--- src/rtl/isa_pkg.sv ---
// rtl/isa_pkg.sv - opcode values and fetch sequencer state encoding
package isa_pkg;

  localparam logic [3:0] ISA_NOP = 4'h0;
  localparam logic [3:0] ISA_JMP = 4'hE;
  localparam logic [3:0] ISA_HLT = 4'hF;

  typedef enum logic [1:0] {
    FETCH  = 2'd0,
    DECODE = 2'd1,
    ISSUE  = 2'd2,
    HALT   = 2'd3
  } fetch_state_e;

endpackage

--- src/rtl/instruction_register.sv ---
// rtl/instruction_register.sv - instruction word holding register with load enable
module instruction_register #(
  parameter int WIDTH = 8
) (
  input  logic             clk,
  input  logic             rst,
  input  logic             load,
  input  logic [WIDTH-1:0] d,
  output logic [WIDTH-1:0] q
);

  logic [WIDTH-1:0] ir_q;
  logic [WIDTH-1:0] ir_d;

  always_comb begin
    ir_d = ir_q;
    if (load) ir_d = d;
  end

  always_ff @(posedge clk) begin
    if (rst) ir_q <= '0;
    else     ir_q <= ir_d;
  end

  assign q = ir_q;

endmodule

--- src/rtl/fetch_unit.sv ---
// rtl/fetch_unit.sv - Moore fetch/decode/issue sequencer between PC and execute stage
module fetch_unit
  import isa_pkg::*;
#(
  parameter int                     DATA_WIDTH   = 8,
  parameter int                     ADDR_WIDTH   = 4,
  parameter int                     OPCODE_WIDTH = 4,
  parameter logic [OPCODE_WIDTH-1:0] JMP_OPCODE  = ISA_JMP,
  parameter logic [OPCODE_WIDTH-1:0] HLT_OPCODE  = ISA_HLT
) (
  input  logic                    clk,
  input  logic                    rst,
  input  logic [ADDR_WIDTH-1:0]   pc_in,
  output logic                    pc_inc,
  output logic                    pc_load,
  output logic [ADDR_WIDTH-1:0]   pc_load_value,
  output logic [ADDR_WIDTH-1:0]   mem_addr,
  output logic                    mem_rd,
  input  logic [DATA_WIDTH-1:0]   mem_data,
  input  logic                    mem_ready,
  output logic                    instr_valid,
  input  logic                    exec_ready,
  output logic [OPCODE_WIDTH-1:0] opcode,
  output logic [ADDR_WIDTH-1:0]   operand,
  output logic                    halted
);

  fetch_state_e state_q;
  fetch_state_e state_d;

  logic [DATA_WIDTH-1:0]   ir;
  logic                    ir_load;
  logic [OPCODE_WIDTH-1:0] ir_opcode;
  logic [ADDR_WIDTH-1:0]   ir_operand;

  assign ir_load    = (state_q == FETCH) && mem_ready;
  assign ir_opcode  = ir[DATA_WIDTH-1 -: OPCODE_WIDTH];
  assign ir_operand = ir[ADDR_WIDTH-1:0];

  instruction_register #(
    .WIDTH (DATA_WIDTH)
  ) u_ir (
    .clk  (clk),
    .rst  (rst),
    .load (ir_load),
    .d    (mem_data),
    .q    (ir)
  );

  always_ff @(posedge clk) begin
    if (rst) state_q <= FETCH;
    else     state_q <= state_d;
  end

  always_comb begin
    state_d       = state_q;
    pc_inc        = 1'b0;
    pc_load       = 1'b0;
    pc_load_value = '0;
    mem_addr      = '0;
    mem_rd        = 1'b0;
    instr_valid   = 1'b0;
    opcode        = ir_opcode;
    operand       = ir_operand;
    halted        = 1'b0;
    case (state_q)
      FETCH: begin
        mem_rd   = 1'b1;
        mem_addr = pc_in;
        if (mem_ready) state_d = DECODE;
      end
      DECODE: begin
        if (ir_opcode == JMP_OPCODE) begin
          pc_load       = 1'b1;
          pc_load_value = ir_operand;
          state_d       = FETCH;
        end else if (ir_opcode == HLT_OPCODE) begin
          state_d = HALT;
        end else begin
          pc_inc  = 1'b1;
          state_d = ISSUE;
        end
      end
      ISSUE: begin
        instr_valid = 1'b1;
        if (exec_ready) state_d = FETCH;
      end
      default: begin
        // Halted: only the halted flag is visible until reset.
        halted  = 1'b1;
        opcode  = ISA_NOP;
        operand = '0;
      end
    endcase
  end

endmodule

--- config.mk ---
export PLATFORM = sky130hd
export DESIGN_NAME = fetch_unit
export DESIGN_NICKNAME = d
export VERILOG_FILES = /design/src/rtl/isa_pkg.sv /design/src/rtl/instruction_register.sv /design/src/rtl/fetch_unit.sv
export SDC_FILE = /design/constraint.sdc
export NUM_CORES = 1
export LEC_CHECK = 0
export ABC_AREA = 1
export ABC_CLOCK_PERIOD_IN_PS = 1630
export BUFFER_PORTS_ARGS = -buffer_cell sky130_fd_sc_hd__buf_2
export CORE_MARGIN = 4
export CORE_UTILIZATION = 40
export CTS_CLUSTER_DIAMETER = 100
export CTS_CLUSTER_SIZE = 14
export DETAILED_ROUTE_END_ITERATION = 12
export MAX_ROUTING_LAYER = met4
export PLACE_DENSITY = 0.81
export RECOVER_POWER = 25
export SETUP_SLACK_MARGIN = 0.3
export SLEW_MARGIN = 20
export SYNTH_ARGS = -nofsm -noshare
export SYNTH_HDL_FRONTEND = slang
export SYNTH_SLANG_ARGS = --single-unit
--- constraint.sdc ---
create_clock -name clk -period 1.63 [get_ports clk]
set_input_delay 0.326 -clock clk [delete_from_list [all_inputs] [get_ports clk]]
set_output_delay 0.326 -clock clk [all_outputs]
set_load 0.01 [all_outputs]
==> impl_results.md <==
* Total grt overflow at 0
* Final net count at 154
* Finished Layout Cells at 148
* Worst EP required at 1.77 ns
* GR met3 Demand/Resource at 3.13%
* Layout cells sized above 1 at 55.6%
* CTS tree: built
* Layout Area Growth over Synthesis at 65.6%
* P_leak at 0.541 nW
* Min-Delay Path Class: input port to register
* Number of global-route vias before repair at 656
* Crit Path Max Fanout at 16
* DR vias/cell at 4.69
* Pwr dens at 1630 mW/mm^2
* RR Startpoint: state_q[0]
* Clock Path Buffers at 2
* Reg2Reg Setup Slack at 0.13 ns
* Worst Tran Pin Value at 0.479 ns
* Die Width at 46.5 um
* Sink Count at 10
* Flops & latches, synth at 10
* Met1 GRT Util at 16.4%
* Clk slew on worst S/H paths at 0.07 ns
* Ant. Diodes at 0
* Top Ports at 37
* RSZ-0062 raised after global routing: true
* Gr usage total at 16.4%
* DRT antenna net count at 0
* Setup Skew at 0.000803 ns
* Hold path depth at 3
* Hold Startpoint: mem_data[1]
* Setup violators final at 0
* Die area at 0.00216 mm^2
* Clk_lat worst skew at 0.26 ns
* Routed wire per std cell at 11.4 um
* Reg-to-reg endpoint: u_ir.q[3]
* YS warnings at 0
* Commonest non-fill, non-tap cell in the layout: buf_2
* First-pass GRT wire length at 2480 um
* Register area share after synthesis at 33.8%
* CP arrival at 1.64 ns
* Setup TNS at 0 ns
* Critical path endpoint category: register
* # DRC at 0
* Netlist cell types at 15
* CTS Buf Count at 3
* H-tree depth at 1
* Root buf cell: clkbuf_4
* I/O Buffers at 36
* Initial antenna violation count at 0
* Most frequent cells in the layout: buf_2, nor2_1, inv_1, nand2_1, a21oi_1
* Total Power at 0.00160 W
* Worst Path Class, Setup: register to register
* Core footprint at 0.00135 mm^2
* Largest net degree at the start of global routing at 17
* Layout Utilization at 72.8%
* Fin. Hold Viols at 0
* First-pass iteration count of the detailed router at 4
* FP Rows at 13
* Post-Syn Nets at 110
* Max-Slew Margin vs Limit at 68.0%
* Final HPWL DP at 1140 um
* Run status: finished clean
* Final period utilization at 92.2%
* Period minus WS final at 1.50 ns
* Worst setup SP type: register
* R2R cell count at 6
* Total number of vias at 694
* Hold EP: u_ir.q[1]
* Most used routing layer: met2
* Starting Density at 43.9%
* Total wire length at 1690 um
* Worst vdd ir at 0.715 mV
* Synthesized area at 593 um^2
* Synthesized area per cell at 6.59 um^2
* Max cap viols at 0
* Iter 0 DRT Violations at 2
* Cell count after synthesis at 90
* GR Layer Usage met2 at 28.6%
* Filler cell count at 112
* GP Congestion at 0.710
* Post-Place Cells at 139
* Chip height at 46.5 um
* Slew Viols, Final at 0
* Max Fclk at 665 MHz
## through the flow
step	hold WS (ns)	worst slack, ns	area (um^2)
global route	0.334	0.0469	982
CTS	0.321	0.136	948
floorplan	0.445	0.389	593
global placement	0.459	0.315	776
detailed placement	0.466	0.253	776
finish	0.324	0.126	982
## logic make-up after synthesis
group,Yosys count,synth area share (%)
and+or+nand+nor,40,29.5
buffers and inverters,20,14.1
AOI/OAI and AO/OA,16,14.1
DFF,10,33.8
adders and majority gates,4,8.44
## worst max-delay path: stages (launching register included)
cell,delay [ns]
dfxtp_4,0.37
inv_4,0.08
ha_4,0.18
buf_4,0.11
nand2_1,0.27
o21ai_0,0.29
a21oi_1,0.07
## registers in the layout (all words and copies together), names as in the netlist
name	cells
u_ir.q	8
state_q	2
## cell usage after synthesis, drive strengths merged
library cell | count | area share [%]
inv | 18 | 11
nor3b | 1 | 1.3
nor2 | 19 | 12
dfxtp | 10 | 34
a21oi | 8 | 6.8
or2 | 1 | 1.1
nand2 | 18 | 12
o21ai | 8 | 7.4
buf | 2 | 2.7
ha | 4 | 8.4
nand3b | 1 | 3.4
## final cells by class
| type | count | area (um^2) | share of cell area [%] |
|---|---|---|---|
| tap | 15 | 18.8 | 1.91 |
| inverter | 18 | 75.1 | 7.64 |
| clock buffer | 4 | 36.3 | 3.69 |
| sequential | 10 | 213 | 21.7 |
| timing repair buffer | 41 | 253 | 25.7 |
| multi-input combinational | 60 | 387 | 39.4 |
## report_power, final
group,switching [W],internal [W]
logic,0.000492,0.000452
registers,0.0000813,0.000347
clock network,0.0000883,0.000136
total,0.000662,0.000935
## metal layers
metal  up-vias  wire, um
met5         -         0
met4         0        31
met3         5       157
met2        34       853
met1       299       642
li1        356         -
## repair_timing
item | in CTS | in global routing
setup buffers | 5 | 0
endpoints found under the setup margin | 27 | 27
hold buffers | 0 | 0
resized for setup | 29 | 14
pin swaps | 6 | 5
## how the worst max path moves through the flow
stage / start / to / slack, ns / cells after the start
6_report: state_q[0] / u_ir.q[3] / 0.13 / 6
4_1_cts: u_ir.q[4] / pc_inc / 0.14 / 6
3_5_place_dp: state_q[0] / u_ir.q[3] / 0.25 / 5
2_1_floorplan: state_q[1] / pc_inc / 0.39 / 3
5_1_grt: state_q[0] / u_ir.q[3] / 0.05 / 6
3_3_place_gp: state_q[1] / pc_load_value[3] / 0.31 / 5
Power figures use the tool's default switching activity.
